**config.mk**
```make
export PLATFORM = sky130hd
export DESIGN_NAME = imem_fetch_ctrl
export DESIGN_NICKNAME = d
export VERILOG_FILES = /design/src/rtl/imem_fetch_ctrl.sv
export SDC_FILE = /design/constraint.sdc
export NUM_CORES = 1
export LEC_CHECK = 0
export CAP_MARGIN = 30
export CORE_AREA = 8 8 124 172
export CTS_CLUSTER_DIAMETER = 120
export DETAILED_ROUTE_END_ITERATION = 7
export DIE_AREA = 0 0 132 180
export PLACE_DENSITY = 0.69
export SLEW_MARGIN = 20
export SYNTH_ARGS = -nofsm -noshare
export SYNTH_HDL_FRONTEND = slang
export SYNTH_SLANG_ARGS = --single-unit
export TNS_END_PERCENT = 30
```
**constraint.sdc**
```tcl
create_clock -name clk -period 3.7 [get_ports clk]
set_clock_uncertainty 0.1 [all_clocks]
set_input_delay 0.74 -clock clk [delete_from_list [all_inputs] [get_ports clk]]
set_output_delay 0.74 -clock clk [all_outputs]
set_load 0.03 [all_outputs]
```
**src/rtl/imem_fetch_ctrl.sv**
```systemverilog
// Instruction fetch controller: walks a combinational instruction ROM and buffers
// fetched {pc, instr} pairs in a 2-entry FIFO ahead of decode.
module imem_fetch_ctrl #(
    parameter logic [31:0] RESET_PC  = 32'h0000_0000,
    parameter logic [31:0] HALT_WORD = 32'hFFFF_FFFF
) (
    input  logic        clk,
    input  logic        rst_n,
    input  logic        start,
    input  logic        redirect_valid,
    input  logic [31:0] redirect_pc,
    output logic [31:0] rom_addr,
    input  logic [31:0] rom_data,
    output logic        if_valid,
    output logic [31:0] if_instr,
    output logic [31:0] if_pc,
    input  logic        id_ready,
    output logic        halted,
    output logic        busy
);

    localparam int unsigned W = 32;

    localparam logic [1:0] S_IDLE  = 2'd0;
    localparam logic [1:0] S_FETCH = 2'd1;
    localparam logic [1:0] S_HALT  = 2'd2;

    logic [1:0]   state, state_n;
    logic [W-1:0] pc, pc_n;
    logic         tail_valid, tail_valid_n;
    logic [W-1:0] tail_pc, tail_pc_n;
    logic [W-1:0] tail_instr, tail_instr_n;
    logic         head_valid_n;
    logic [W-1:0] head_pc_n, head_instr_n;
    logic         halted_n, busy_n;

    logic         pop, full, redirect, halt_hit, push;
    logic [W-1:0] redirect_aligned;

    assign rom_addr         = pc;
    assign redirect_aligned = redirect_pc & ~W'(3);

    // Next-state: redirect dominates; otherwise pop shifts tail into head, then push fills first free slot.
    always_comb begin
        state_n      = state;
        pc_n         = pc;
        head_valid_n = if_valid;
        head_pc_n    = if_pc;
        head_instr_n = if_instr;
        tail_valid_n = tail_valid;
        tail_pc_n    = tail_pc;
        tail_instr_n = tail_instr;

        pop      = if_valid & id_ready;
        full     = if_valid & tail_valid;
        redirect = redirect_valid & (state != S_IDLE);
        halt_hit = (rom_data == HALT_WORD);
        push     = (state == S_FETCH) & ~redirect & ~halt_hit & (~full | pop);

        if (redirect) begin
            head_valid_n = 1'b0;
            tail_valid_n = 1'b0;
            pc_n         = redirect_aligned;
            state_n      = S_FETCH;
        end else begin
            if (pop) begin
                head_valid_n = tail_valid;
                head_pc_n    = tail_pc;
                head_instr_n = tail_instr;
                tail_valid_n = 1'b0;
            end
            if (push) begin
                pc_n = pc + W'(4);
                if (!head_valid_n) begin
                    head_valid_n = 1'b1;
                    head_pc_n    = pc;
                    head_instr_n = rom_data;
                end else begin
                    tail_valid_n = 1'b1;
                    tail_pc_n    = pc;
                    tail_instr_n = rom_data;
                end
            end
            case (state)
                S_IDLE:  if (start) state_n = S_FETCH;
                S_FETCH: if (halt_hit) state_n = S_HALT;
                default: state_n = state;
            endcase
        end

        halted_n = (state_n == S_HALT);
        busy_n   = (state_n == S_FETCH) | head_valid_n;
    end

    always_ff @(posedge clk or negedge rst_n) begin
        if (!rst_n) begin
            state      <= S_IDLE;
            pc         <= RESET_PC;
            if_valid   <= 1'b0;
            if_pc      <= '0;
            if_instr   <= '0;
            tail_valid <= 1'b0;
            tail_pc    <= '0;
            tail_instr <= '0;
            halted     <= 1'b0;
            busy       <= 1'b0;
        end else begin
            state      <= state_n;
            pc         <= pc_n;
            if_valid   <= head_valid_n;
            if_pc      <= head_pc_n;
            if_instr   <= head_instr_n;
            tail_valid <= tail_valid_n;
            tail_pc    <= tail_pc_n;
            tail_instr <= tail_instr_n;
            halted     <= halted_n;
            busy       <= busy_n;
        end
    end

endmodule

```
# Word level (Yosys, flattened, before mapping)
# Cells that the tools add are included.
# Widths: inputs -> output; s select.
[word_totals]
wordCells = 50
in_bits = 69
output_inout_bits = 99
reg_bits = 166
[classes]
n_addsub = 1
n_bitwise = 11
mux = 20
n_eq_ne = 4
reduce_logical = 4
[op_table]
columns = ["cell", "count"]
rows = [
  ["$mux 32", 8],
  ["$add 32x3->32 const B", 1],
  ["$eq 32x32->1 const B", 1],
  ["$mux 1", 8],
  ["$and 1x1->1", 6],
  ["$mux 2", 3],
  ["$eq 2x1->1 const B", 2],
  ["$pmux 2 s2", 1],
  ["$reduce_bool 2->1", 2],
  ["$not 1->1", 3],
  ["$reduce_and 3->1", 1],
  ["$eq 2x2->1 const B", 1],
  ["$logic_not 2->1", 1],
  ["$or 1x1->1", 2],
]

# Logic depth before layout (Yosys ltp)
# Gate-level depths: netlist (run 1).
[depth]
word_depth = 9
ltp_mapped = 8
ltp_nobuf = 6

# Worst setup path before layout (run 1)
# Ideal clock, no wire load.
[synth_path]
path_kind = "in2reg"
start = "input rom_data[19]"
end = "register tail_instr[10]"
n_path_buf = 3
path_slack_ps = 1092
arrival_time_ps = 2382
path_stages = 8
setup_ps = 125
required_ps = 3475
cell_sequence = "nand4_1 -> nor4_4 -> and2_1 -> buf_4 -> or3_4 -> buf_12 -> buf_12 -> mux2_4"
[synth_via]
elab_chain_cells = 5
[synth_lines]
columns = ["item", "line", "text"]
rows = [
  ["from (decl)", "13", "input logic [31:0] rom_data,"],
  ["$eq 32x32->1", "57", "halt_hit = (rom_data == HALT_WORD);"],
  ["$not 1->1", "58", "push = (state == S_FETCH) & ~redirect & ~halt_hit & (~full | pop);"],
  ["$and 1x1->1 (2 in a row)", "58", ""],
  ["$reduce_and 3->1 (no source line)", "n/a", ""],
  ["to (signal assigned)", "115", "tail_instr <= tail_instr_n;"],
  ["to (decl)", "32", "logic [W-1:0] tail_instr, tail_instr_n;"],
]
# No other way between the ends.
# A chain may end at the register's enable or synchronous reset.

# Worst setup path after layout (run 1)
[layout_path]
start = "input rom_data[24]"
end = "register if_pc[19]"
[layout_via]
elab_chain_cells = 5
[layout_lines]
columns = ["item", "line", "text"]
rows = [
  ["$eq 32x32->1", "57", ""],
  ["$not 1->1", "58", ""],
  ["$and 1x1->1 (2 in a row)", "58", ""],
  ["$mux 32", "72", "if (push) begin"],
  ["to (signal assigned)", "111", "if_pc <= head_pc_n;"],
  ["to (decl)", "16", "output logic [31:0] if_pc,"],
]
# No other way between the ends.

==> flow_summary.yaml, run 1 <==
clocking:
  clkSinkCount: 162
  clock_latency_ns: 0.42
  post_cts_buffers: 0
  htreeDepth: 4
  cts_buffer_depth: 2
  clk_pin_slew_ns: 0.07
  cts_buffers: 17
  cts-root-buf: "clkbuf_16"
  holdBufCountCts: 0
  ctsResizeCount: 0
  cts_tree: "yes"
yosys:
  synth_ff_type: "dfrtp_1"
  synth_warnings: 0
  yosysTopAreaCellShare: 0.5000
  ys_seq_area_frac: 0.5000
  netlist_area_mm2: 0.008108
  synthTopCellsByArea: "dfrtp_1 50%, mux2i_1 15%, mux2_4 11%"
  ys_ff_latch: 162
  synth_edf_count: 0
  async_reset_ff_frac: 1.000
  synthCells: 680
  avgSynthCellArea_um2: 11.92
  post-synth-top-area-cell: "dfrtp_1"
  synth_cell_type_count: 42
timing:
  setup_viol: 0
  setup_tns_ns: 0
  rsz0062_at_grt: "no"
  fmax_mhz: 342.4
  maxSlewViolCount: 0
  min_period_ns: 2.920
  final.period_utilization: 0.7893
  hold_violations: 0
  worstMarginPinSlew_ns: 0.8628
  whs_ns: 0.2069
  slew_headroom: 0.4100
pwr:
  p_per_area_mw_per_mm2: 535.4
  irDropWorstVdd_mv: 0.3108
  p_leak_uw: 0.004687
setup_path:
  critical_path.cell_chain: "clkdlybuf4s50_1 > nand4_1 > nor4_4 > buf_4 > nand2_1 > nand3_4 > buf_12 > mux2i_1"
  cp.required_ns: 3.94
  cp-end-kind: "register"
  crit_fanout: 20
  crit_type: "input pin to register"
  critPathBufInv: 3
  cp.arrival_ns: 3.16
  cpPeakStageDelay_ns: 0.59
  cp-start-kind: "input pin"
  path_delay_family: "buffers and inverters"
  cp_slowest_cell: "clkdlybuf4s50_1"
floorplanning:
  die_h_um: 180
  num_rows: 60
  core-area_mm2: 0.01884
  start_util: 0.4303
  design.die.area_mm2: 0.02376
  die_w_um: 132
  pin_count: 168
drt:
  routed_wl_um: 22050
  ant_nets: 0
  drc: 0
  dr_total_vias: 5923
  wl_per_cell_um: 20.04
  via_per_inst: 5.385
  first_pass_iters: 4
  first_iter_violations: 334
placed_design:
  place_inst: 1068
  portBuffers: 163
  gp_congestion: 0.8269
  dp_hpwl_um: 15500
cells_and_area:
  multi_input_area_mm2: 0.003734
  syn_to_final_growth_pct: 31.53
  drive_gt1_frac: 0.1491
  final_util: 0.5659
  fillerInstances: 1587
  final_cells: 1100
  nets: 909
  layout_common_cells: "162 x dfrtp_1, 162 x clkdlybuf4s50_1, 122 x mux2i_1, 97 x nand2_1, 59 x mux2_4"
  seq_area_mm2: 0.004054
  num_antenna_cells: 0
global_routing:
  grt_max_degree: 67
  antenna_found_initial: 0
  grt-ovfl-total: 0
  grt_pass1_vias: 6274
  grt_pass1_wl_um: 35670
  track_usage: 0.1864
run_status:
  status: "finished, final reports clean"
flow_run:
  max_cap_viol_count: 0
min_path:
  hold_class: "input pin to asynchronous set/reset pin"
==> Yosys cell counts, drive strengths merged (3+ instances only) <==
library cell	instances
a2111oi	6
a21oi	4
a31oi	18
and2	4
and3	8
and4	4
buf	27
clkbuf	21
dfrtp	162
inv	3
mux2	65
mux2i	122
nand2	97
nand3	20
nand4	18
nor2	31
nor3	3
nor4	3
o211ai	12
o21ai	13
o31ai	8
or3	10
or4	8
==> metal layers <==
| metal | global-route usage | wire, um | share of wire |
|---|---|---|---|
| met4 | 0.05256 | 274 | 0.012 |
| met2 | 0.3228 | 11360 | 0.52 |
| met3 | 0.04269 | 894 | 0.041 |
| met5 | 0 | 0 | 0 |
| met1 | 0.2259 | 9521 | 0.43 |
==> registers in the layout, summed over array words and instances (netlist names) <==
name / flops
halted: 1
if_valid: 1
tail_instr: 32
rom_addr: 30
tail_pc: 30
if_pc: 32
if_instr: 32
tail_valid: 1
busy: 1
state: 2
==> path summary, 6_finish.rpt <==
check / start / to / slack, ns / cells past startpoint
hold reg to reg: tail_pc[31] / tail_pc[31] / 0.41 / 1
min in group clk: tail_pc[31] / tail_pc[31] / 0.41 / 1
setup reg to reg: rom_addr[2] / rom_addr[30] / 1.22 / 6
setup / recovery: rom_data[24] / if_pc[19] / 0.78 / 8
max in group asynchronous: rst_n / tail_pc[15] / 2.50 / 2
hold / removal: rst_n / if_instr[0] / 0.21 / 1
==> metrics by stage <==
step | cell area [um2] | setup slack, ns | power, uW
after floorplan | 8112 | 1.092 | 3279
after detailed placement | 10050 | 0.2883 | 3899
after global routing | 10660 | 0.6750 | 5966
final | 10660 | 0.7797 | 5709
after global placement | 10050 | 0.3545 | 3868
after CTS | 10660 | 0.7212 | 5765
==> where the power goes <==
part           total (uW)  switching [uW]  internal [uW]  leakage (uW)
registers            2390             264           2120       0.00197
logic                1470             709            764       0.00242
clock network        1850             757           1090      0.000295
==> layout make-up <==
class | instances | share of cell area
Sequential cell | 162 | 0.3801
Clock buffer | 18 | 0.04118
Inverter | 3 | 0.001056
Multi-Input combinational cell | 468 | 0.3501
Timing Repair Buffer | 187 | 0.1817
Tap cell | 248 | 0.02910
Clock inverter | 14 | 0.01666
==> logic make-up after synthesis <==
logic type | Yosys count | synth area share
other | 1 | 0.0004625
and+or+nand+nor | 210 | 0.1273
AOI/OAI and AO/OA | 68 | 0.05895
buffers and inverters | 51 | 0.04352
DFF | 162 | 0.5000
adders and majority gates | 1 | 0.001543
muxes | 187 | 0.2682
Power figures use the tool's default switching activity.
==> inputs of run 2 (changes only) <==
==> constraint.sdc (replaced) <==
create_clock -name clk -period 2.77 [get_ports clk]
set_clock_uncertainty 0.1 [all_clocks]
set_input_delay 0.554 -clock clk [delete_from_list [all_inputs] [get_ports clk]]
set_output_delay 0.554 -clock clk [all_outputs]
set_load 0.03 [all_outputs]
==> run 2 against run 1 <==
- worst setup slack worse by 0.50 ns
- combinational power up 39%
- clock-buffer cell count up 1
- register-to-register slack worse by 0.80 ns
- flip-flop and latch count did not move
- via count up 3.0%
- clock power increased by 35%
- critical path type unchanged
==> flow_summary.yaml, run 2 (synthesis gave the netlist of run 1 again) <==
drt:
  routed_wl_um: 22660
  first_iter_violations: 284
  ant_nets: 0
  first_pass_iters: 5
  via_per_inst: 5.301
  dr_total_vias: 6102
  wl_per_cell_um: 19.69
  drc: 0
global_routing:
  grt_pass1_vias: 6620
  grt-ovfl-total: 0
  grt_max_degree: 67
  track_usage: 0.1943
  grt_pass1_wl_um: 37150
  antenna_found_initial: 0
clocking:
  clk_pin_slew_ns: 0.07
  holdBufCountCts: 0
  htreeDepth: 4
  post_cts_buffers: 0
  cts_buffers: 17
  cts_tree: "yes"
  cts_buffer_depth: 2
  clkSinkCount: 162
  ctsResizeCount: 0
  cts-root-buf: "clkbuf_16"
  clock_latency_ns: 0.42
setup_path:
  rr_worst_depth: 6
  crit_type: "input pin to register"
  reg2reg_slack_ns: 0.42
  crit-reg2reg-capture: "rom_addr[30]"
  cp-end-kind: "register"
  rr_startpoint: "rom_addr[2]"
  cp_slowest_cell: "clkdlybuf4s50_1"
  cp-start-kind: "input pin"
  crit_top_cell: "buf_4"
  cp.arrival_ns: 2.73
  worstSetupStartpoint: "rom_data[24]"
  cp.required_ns: 3.01
  crit_fanout: 22
  cpPeakStageDelay_ns: 0.55
  critical_path.cell_chain: "clkdlybuf4s50_1 > nand4_1 > buf_4 > nor4_4 > buf_4 > nand2_1 > nand3_4 > buf_12 > mux2i_1"
  endpoint: "if_pc[5]"
placed_design:
  placed_area_mm2: 0.01047
  dp_worst_setup_slack_ns: -0.2250
  gp_congestion: 0.8277
  portBuffers: 163
  place_inst: 1119
  dp_hpwl_um: 16280
timing:
  maxSlewViolCount: 0
  min_period_ns: 2.487
  slew_headroom: 0.5427
  rsz0062_at_grt: "no"
  fin_ws_ns: 0.2832
  setup_tns_ns: 0
  fmax_mhz: 402.1
  hold_violations: 0
  worstMarginPinSlew_ns: 0.6687
  whs_ns: 0.02060
  setup_viol: 0
  final.period_utilization: 0.8978
pwr:
  p_int_uw: 5369
  power_frac_seq: 0.413
  p_clk_frac: 0.323
  p_per_area_mw_per_mm2: 695.4
  p_leak_uw: 0.004946
  irDropWorstVdd_mv: 0.4017
  p_switching_uw: 2340
  power.share.switching: 0.3035
  combPwrFrac: 0.264
flow_run:
  max_cap_viol_count: 0
floorplanning:
  core-area_mm2: 0.01884
  pin_count: 168
  die_h_um: 180
  start_util: 0.4303
  num_rows: 60
  design.die.area_mm2: 0.02376
  die_w_um: 132
cells_and_area:
  reg_top3: "if_instr x32, if_pc x32, tail_instr x32"
  final_cells: 1151
  stdcell_area_mm2: 0.01108
  layout_common_cells: "162 x dfrtp_1, 162 x clkdlybuf4s50_1, 122 x mux2i_1, 97 x nand2_1, 62 x buf_4"
  num_antenna_cells: 0
  nets: 960
  syn_to_final_growth_pct: 36.71
  drive_gt1_frac: 0.1960
min_path:
  hold_class: "input pin to asynchronous set/reset pin"
run_status:
  status: "finished, final reports clean"
[run 2: changes by cell type in the layout (fill, tap and decap cells not counted), sizes merged]
cell,previous run,this run
clkbuf,18,19
inv,7,8
clkinvlp,3,1
buf,25,76
[run 2: power by group through the flow]
stage | Clock [uW] | Combinational [uW] | Sequential, uW
CTS | 2550 | 2070 | 3180
global placement | 0 | 2030 | 3200
floorplan | 0 | 864 | 3520
detailed placement | 0 | 2060 | 3210
global route | 2640 | 2180 | 3240
finish | 2490 | 2040 | 3180
[run 2: routing by layer]
metal,vias to the layer above,global-route usage,part of all wire
li1,2884,-,-
met1,3041,0.2335,0.43
met2,156,0.3394,0.52
met3,21,0.04464,0.039
met4,0,0.05348,0.012
met5,-,0,0
[run 2: worst min-delay path by stage]
stage | start | slack (ns) | depth (start not counted) | end
global placement | tail_instr[0] | 0.38 | 1 | tail_instr[0]
floorplan | rst_n | 0.16 | 0 | busy
CTS | rst_n | 0.04 | 1 | tail_instr[28]
finish | rst_n | 0.02 | 1 | tail_instr[28]
global route | rst_n | 0.06 | 1 | tail_instr[20]
detailed placement | tail_instr[0] | 0.39 | 1 | tail_instr[0]
[run 2: final cells by class]
cell class                      count  area (um2)
Fill cell                        1576        7759
Sequential cell                   162        4054
Multi-Input combinational cell    468        3734
Timing Repair Buffer              238        2359
Clock buffer                       19       442.9
Tap cell                          248       310.3
Clock inverter                     13       173.9
Inverter                            3       11.26
[run 2: metrics by stage]
| stage | total power (uW) | util |
|---|---|---|
| 6_report | 7708 | 0.5882 |
| 4_1_cts | 7794 | 0.5882 |
| 3_5_place_dp | 5271 | 0.5555 |
| 3_3_place_gp | 5228 | 0.5555 |
| 2_1_floorplan | 4379 | - |
| 5_1_grt | 8057 | 0.5882 |
[run 2: worst max-delay path, delay by kind of cell]
| family | cells | cell delay [ns] |
|---|---|---|
| buffers and inverters | 4 | 1.18 |
| multiplexers | 1 | 0.23 |
| AND/OR/NAND/NOR | 4 | 0.74 |
